`config.mk`:
```
export PLATFORM = sky130hd
export DESIGN_NAME = mips_cpu_div_iter
export DESIGN_NICKNAME = d
export VERILOG_FILES = /design/src/rtl/mips_cpu_div_iter.sv
export SDC_FILE = /design/constraint.sdc
export NUM_CORES = 1
export LEC_CHECK = 0
export CAP_MARGIN = 20
export CORE_ASPECT_RATIO = 0.6
export CORE_MARGIN = 2
export CORE_UTILIZATION = 55
export CTS_CLUSTER_SIZE = 40
export DETAILED_ROUTE_END_ITERATION = 16
export DONT_BUFFER_PORTS = 1
export PLACE_DENSITY = 0.7
export SYNTH_ARGS = -nofsm -noshare
export SYNTH_HDL_FRONTEND = slang
export SYNTH_SLANG_ARGS = --single-unit
export TNS_END_PERCENT = 30
```
`constraint.sdc`:
```
create_clock -name clk -period 4.7 [get_ports clk]
set_input_delay 0.705 -clock clk [delete_from_list [all_inputs] [get_ports clk]]
set_output_delay 0.705 -clock clk [all_outputs]
set_load 0.02 [all_outputs]
```
`src/rtl/mips_cpu_div_iter.sv`:
```
// Iterative restoring divider for the MIPS DIV/DIVU path: magnitudes in, sign-corrected
// quotient (LO) and remainder (HI) out, with a one-edge fast path for divide-by-zero.
module mips_cpu_div_iter #(
    parameter int WIDTH          = 32,
    parameter int BITS_PER_CYCLE = 1
) (
    input  logic             clk,
    input  logic             reset,
    input  logic             start,
    input  logic             sign,
    input  logic [WIDTH-1:0] dividend,
    input  logic [WIDTH-1:0] divisor,
    output logic [WIDTH-1:0] quotient,
    output logic [WIDTH-1:0] remainder,
    output logic             busy,
    output logic             done,
    output logic             dbz
);

    localparam int N  = WIDTH / BITS_PER_CYCLE;
    localparam int CW = $clog2(N + 1);

    typedef enum logic [1:0] {IDLE, ITER, FIN} state_t;

    state_t           state, state_next;
    logic [WIDTH-1:0] acc;       // dividend bits shift out the top, quotient bits shift in the bottom
    logic [WIDTH-1:0] dsr;
    logic [WIDTH-1:0] prem;
    logic [CW-1:0]    cnt;
    logic             negq, negr, zdiv;

    logic [WIDTH-1:0] acc_next, prem_next;
    logic [WIDTH:0]   trial;

    function automatic logic [WIDTH-1:0] mag(input logic [WIDTH-1:0] v, input logic s);
        return (s && v[WIDTH-1]) ? -v : v;
    endfunction

    always_ff @(posedge clk) begin
        if (reset) state <= IDLE;
        else       state <= state_next;
    end

    always_comb begin
        state_next = state;
        case (state)
            IDLE: if (start) state_next = (divisor == '0) ? FIN : ITER;
            ITER: if (cnt == CW'(N - 1)) state_next = FIN;
            FIN:  state_next = IDLE;
            default: state_next = IDLE;
        endcase
    end

    // NOTE: blocking assignments here are intentional -- each unrolled step must see the
    // remainder produced by the previous step within the same cycle.
    always_comb begin
        trial     = '0;
        prem_next = prem;
        acc_next  = acc;
        for (int k = 0; k < BITS_PER_CYCLE; k++) begin
            trial    = {prem_next, acc_next[WIDTH-1]};
            acc_next = {acc_next[WIDTH-2:0], 1'b0};
            if (trial >= {1'b0, dsr}) begin
                trial       = trial - {1'b0, dsr};
                acc_next[0] = 1'b1;
            end
            prem_next = trial[WIDTH-1:0];
        end
    end

    always_ff @(posedge clk) begin
        if (reset) begin
            quotient  <= '0;
            remainder <= '0;
            busy      <= 1'b0;
            done      <= 1'b0;
            dbz       <= 1'b0;
            acc       <= '0;
            dsr       <= '0;
            prem      <= '0;
            cnt       <= '0;
            negq      <= 1'b0;
            negr      <= 1'b0;
            zdiv      <= 1'b0;
        end else begin
            done <= 1'b0;
            case (state)
                IDLE: begin
                    if (start) begin
                        busy <= 1'b1;
                        dbz  <= 1'b0;
                        zdiv <= (divisor == '0);
                        // The zero-divisor path must return the raw dividend, so skip the magnitude.
                        acc  <= (divisor == '0) ? dividend : mag(dividend, sign);
                        dsr  <= mag(divisor, sign);
                        negq <= sign & (dividend[WIDTH-1] ^ divisor[WIDTH-1]);
                        negr <= sign & dividend[WIDTH-1];
                        prem <= '0;
                        cnt  <= '0;
                    end
                end
                ITER: begin
                    acc  <= acc_next;
                    prem <= prem_next;
                    cnt  <= cnt + 1'b1;
                end
                FIN: begin
                    busy <= 1'b0;
                    done <= 1'b1;
                    if (zdiv) begin
                        quotient  <= '1;
                        remainder <= acc;
                        dbz       <= 1'b1;
                    end else begin
                        quotient  <= negq ? -acc  : acc;
                        remainder <= negr ? -prem : prem;
                        dbz       <= 1'b0;
                    end
                end
                default: busy <= 1'b0;
            endcase
        end
    end

endmodule
```
==> results.sh <==
export IMPL_tightest_slew_ns=1.04
export IMPL_ys_seq_area_share_pct=32.0
export IMPL_busiest_layer="met1"
export IMPL_area_delta_synth_final_pct=5.70
export IMPL_min_period_ns=3.60
export IMPL_path_class="reg -> reg"
export IMPL_p_clk_share_pct=36.9
export IMPL_cts_tree="done"
export IMPL_path_buf_inv=1
export IMPL_clk_latency_ns=0.45
export IMPL_finish_utilization_pct=59.9
export IMPL_antenna_left=0
export IMPL_outcome="completed"
export IMPL_setup_tns_final_ns=0
export IMPL_multi_input_area_sq_um=6890
export IMPL_final_cell_mix="179 x nand2_1, 173 x dfxtp_1, 119 x nor2_1"
export IMPL_rows=39
export IMPL_antenna_found_initial=1
export IMPL_dr_pass1_iters=5
export IMPL_finalCritPeriodShare_pct=76.6
export IMPL_viasPerCell=6.31
export IMPL_cellPowerDensity_nw_per_um2=328
export IMPL_die_area_sq_um=21000
export IMPL_power_leakage_nw=4.12
export IMPL_layout_commonest_cell="nand2_1"
export IMPL_fp_dieH_microns=113
export IMPL_place_congestion=0.951
export IMPL_ys_flop_type="dfxtp_1"
export IMPL_maxCapViolCount=0
export IMPL_fill_cells=1823
export IMPL_route_vias_total=10300
export IMPL_yosysWarnings=0
export IMPL_syn_area_per_cell_sq_um=7.72
export IMPL_post_dp_cell_area_sq_um=11000
export IMPL_postCtsSetupBuffers=0
export IMPL_cts_buffers=17
export IMPL_p_int_mw=2.56
export IMPL_setup_viol=0
export IMPL_slew_viol_final=0
export IMPL_rsz0062_at_grt="false"
export IMPL_wl_per_cell_microns=20.4
export IMPL_grt_ovfl_total=0
export IMPL_slowest_stage="ha_1"
export IMPL_root_buffer="clkbuf_16"
export IMPL_use_met3_pct=9.91
export IMPL_regArea_sq_um=3480
export IMPL_wl_mm=33.1
export IMPL_post_route_cell_area_sq_um=11500
export IMPL_hold_class="in -> reg"
export IMPL_yosysTopAreaCellShare_pct=32.0
export IMPL_relSlewSlack_pct=30.3
export IMPL_dp_hpwl_mm=24.2
export IMPL_endpoint_kind="flop"
export IMPL_met1_usage_pct=52.2
export IMPL_synth_area_sq_um=10900
export IMPL_drive_above_1_share_pct=4.42
export IMPL_hold_violations=0
export IMPL_synth_seq_cells=174
export IMPL_fin_hold_ws_ns=0.333
export IMPL_p_sw_mw=1.22
export IMPL_power_frac_seq_pct=44.9
export IMPL_grt_pass1_vias=8826
export IMPL_grt_max_degree=147
export IMPL_startpoint_type="flop"
export IMPL_insertedDiodeCount=0
export IMPL_io_pin_count=135
export IMPL_worstPathArrival_ns=3.87
export IMPL_core_area_sq_um=19200
export IMPL_h_tree_depth=4
export IMPL_gr_usage_met2_pct=37.8
export IMPL_cpPeakStageDelay_ns=0.48
export IMPL_post_route_drc_count=0
export IMPL_synthCells=1412
export IMPL_numPortBuffers=0
export IMPL_start_util_pct=56.7
export IMPL_fmax_mhz=278
export IMPL_synth_area_leaders="dfxtp_1 32%, xor2_1 6.3%, nand2_1 6.2%, xnor2_1 5.1%, o21ai_0 5.0%"
export IMPL_ir_drop_uv=268
export IMPL_cp_cell_sequence="ha_1 > and4_1 > nand4_1 > a211oi_1 > o2111ai_1 > a21bo_2 > a21oi_4 > buf_4 > mux2i_1 > o21ai_0"
export IMPL_ys_async_sr_fraction_pct=0
export IMPL_cpLargestDelayFamily="compound AO/OA/AOI/OAI gates"
export IMPL_clock_path_buffers=2
export IMPL_pwr_share_comb_pct=18.2
export IMPL_cts_hold_fix_buffers=0
export IMPL_p_sw_share_pct=32.3
export IMPL_grt_pass1_wl_mm=50.9
export IMPL_clkSlewWorstSetupHoldPaths_ns=0.07
export IMPL_track_usage_pct=31.5
export IMPL_crit_required_ns=4.97
export IMPL_ctsResizeCount=0
export IMPL_synth_edf_count=0
export IMPL_drtIter0Drc=1308
export IMPL_yosysUniqueCellTypes=61
export IMPL_fin_nets=1452
export IMPL_syn_nets=1518
export IMPL_numClockSinks=174
export IMPL_path_max_fanout=21
export IMPL_fin_skew_ns=0.0131
export IMPL_synth_largest_area_cell="dfxtp_1"
export IMPL_die_w_microns=186
path summary, 6_finish.rpt:
path                start  endpoint  slack [ns]  cells past startpoint
hold reg to reg   dsr[31]   dsr[31]        0.47                      2
setup / recovery  prem[8]  prem[13]        1.10                     10
hold / removal      reset      busy        0.33                      1
setup reg to reg  prem[8]  prem[13]        1.10                     10
worst reg2reg max path, cell delays in order, from the launching register on:
cell	delay [ns]
dfxtp_1	0.42
ha_1	0.48
and4_1	0.29
nand4_1	0.12
a211oi_1	0.36
o2111ai_1	0.23
a21bo_2	0.29
a21oi_4	0.46
buf_4	0.43
mux2i_1	0.24
o21ai_0	0.11
power groups by stage:
| stage | clock (mW) | combinational [mW] | sequential [mW] |
|---|---|---|---|
| 4_1_cts | 1.40 | 0.670 | 1.69 |
| 3_5_place_dp | 0 | 0.666 | 1.72 |
| 5_1_grt | 1.47 | 0.756 | 1.70 |
| 3_3_place_gp | 0 | 0.661 | 1.72 |
| 6_report | 1.39 | 0.688 | 1.70 |
| 2_1_floorplan | 0 | 0.558 | 1.66 |
synthesized netlist by cell type, types with 3 or more instances:
cell / n
and3_1: 5
a22oi_1: 34
o41ai_1: 18
nand2_1: 179
o21ai_0: 109
nor2b_1: 11
nand4_1: 8
xnor2_1: 63
xor2_1: 79
buf_6: 3
a31oi_1: 8
mux2i_1: 23
nand3b_1: 6
or4_1: 18
clkbuf_1: 80
inv_1: 49
or3_1: 11
nor3_1: 30
nand3_1: 27
o22ai_1: 51
o21bai_1: 5
and2_1: 4
a211oi_1: 33
buf_1: 8
a311oi_1: 4
nor2_1: 120
o31ai_1: 33
o21ai_1: 4
buf_2: 3
nor4_1: 9
nand2b_1: 18
a41oi_1: 3
a21oi_1: 89
a2bb2oi_1: 4
ha_1: 37
dfxtp_1: 174
a21o_1: 15
o211ai_1: 7
metrics by stage:
stage | worst slack, ns | power, mW | instances
finish | 1.10 | 3.78 | 1625
global route | 0.843 | 3.93 | 1625
CTS | 1.19 | 3.76 | 1624
detailed placement | 1.16 | 2.39 | 1592
global placement | 1.23 | 2.38 | 1592
floorplan | 1.40 | 2.22 | 1412
flip-flops by register name (all words and copies together), names as in the netlist:
name / count
busy: 1
negr: 1
remainder: 32
state: 2
negq: 1
prem: 32
cnt: 6
dsr: 32
dbz: 1
acc: 32
done: 1
quotient: 32
zdiv: 1
per-layer routing:
layer  wire [microns]  share of wire [%]
met5                0                  0
met2            12000                 36
met3             4180                 13
met1            16600                 50
met4              296               0.89
logic make-up after synthesis:
kind of cell,count (synthesis),share of synthesized area (%)
AND/OR/NAND/NOR,458,19.6
AO/OA/AOI/OAI,432,25.1
flip-flops,174,32.0
buffers and inverters,143,5.16
XOR/XNOR,142,11.4
adder cells (fa/ha/maj),38,4.43
multiplexers,25,2.32
area by class of cell:
class / instances / area share, %
Sequential cell: 174 / 30.2
Tap cell: 266 / 2.89
Multi-Input combinational cell: 1095 / 59.8
Timing Repair Buffer: 9 / 0.619
Clock buffer: 18 / 3.72
Inverter: 49 / 1.60
Clock inverter: 14 / 1.15
Note: power is estimated with default switching activity, not from simulation.
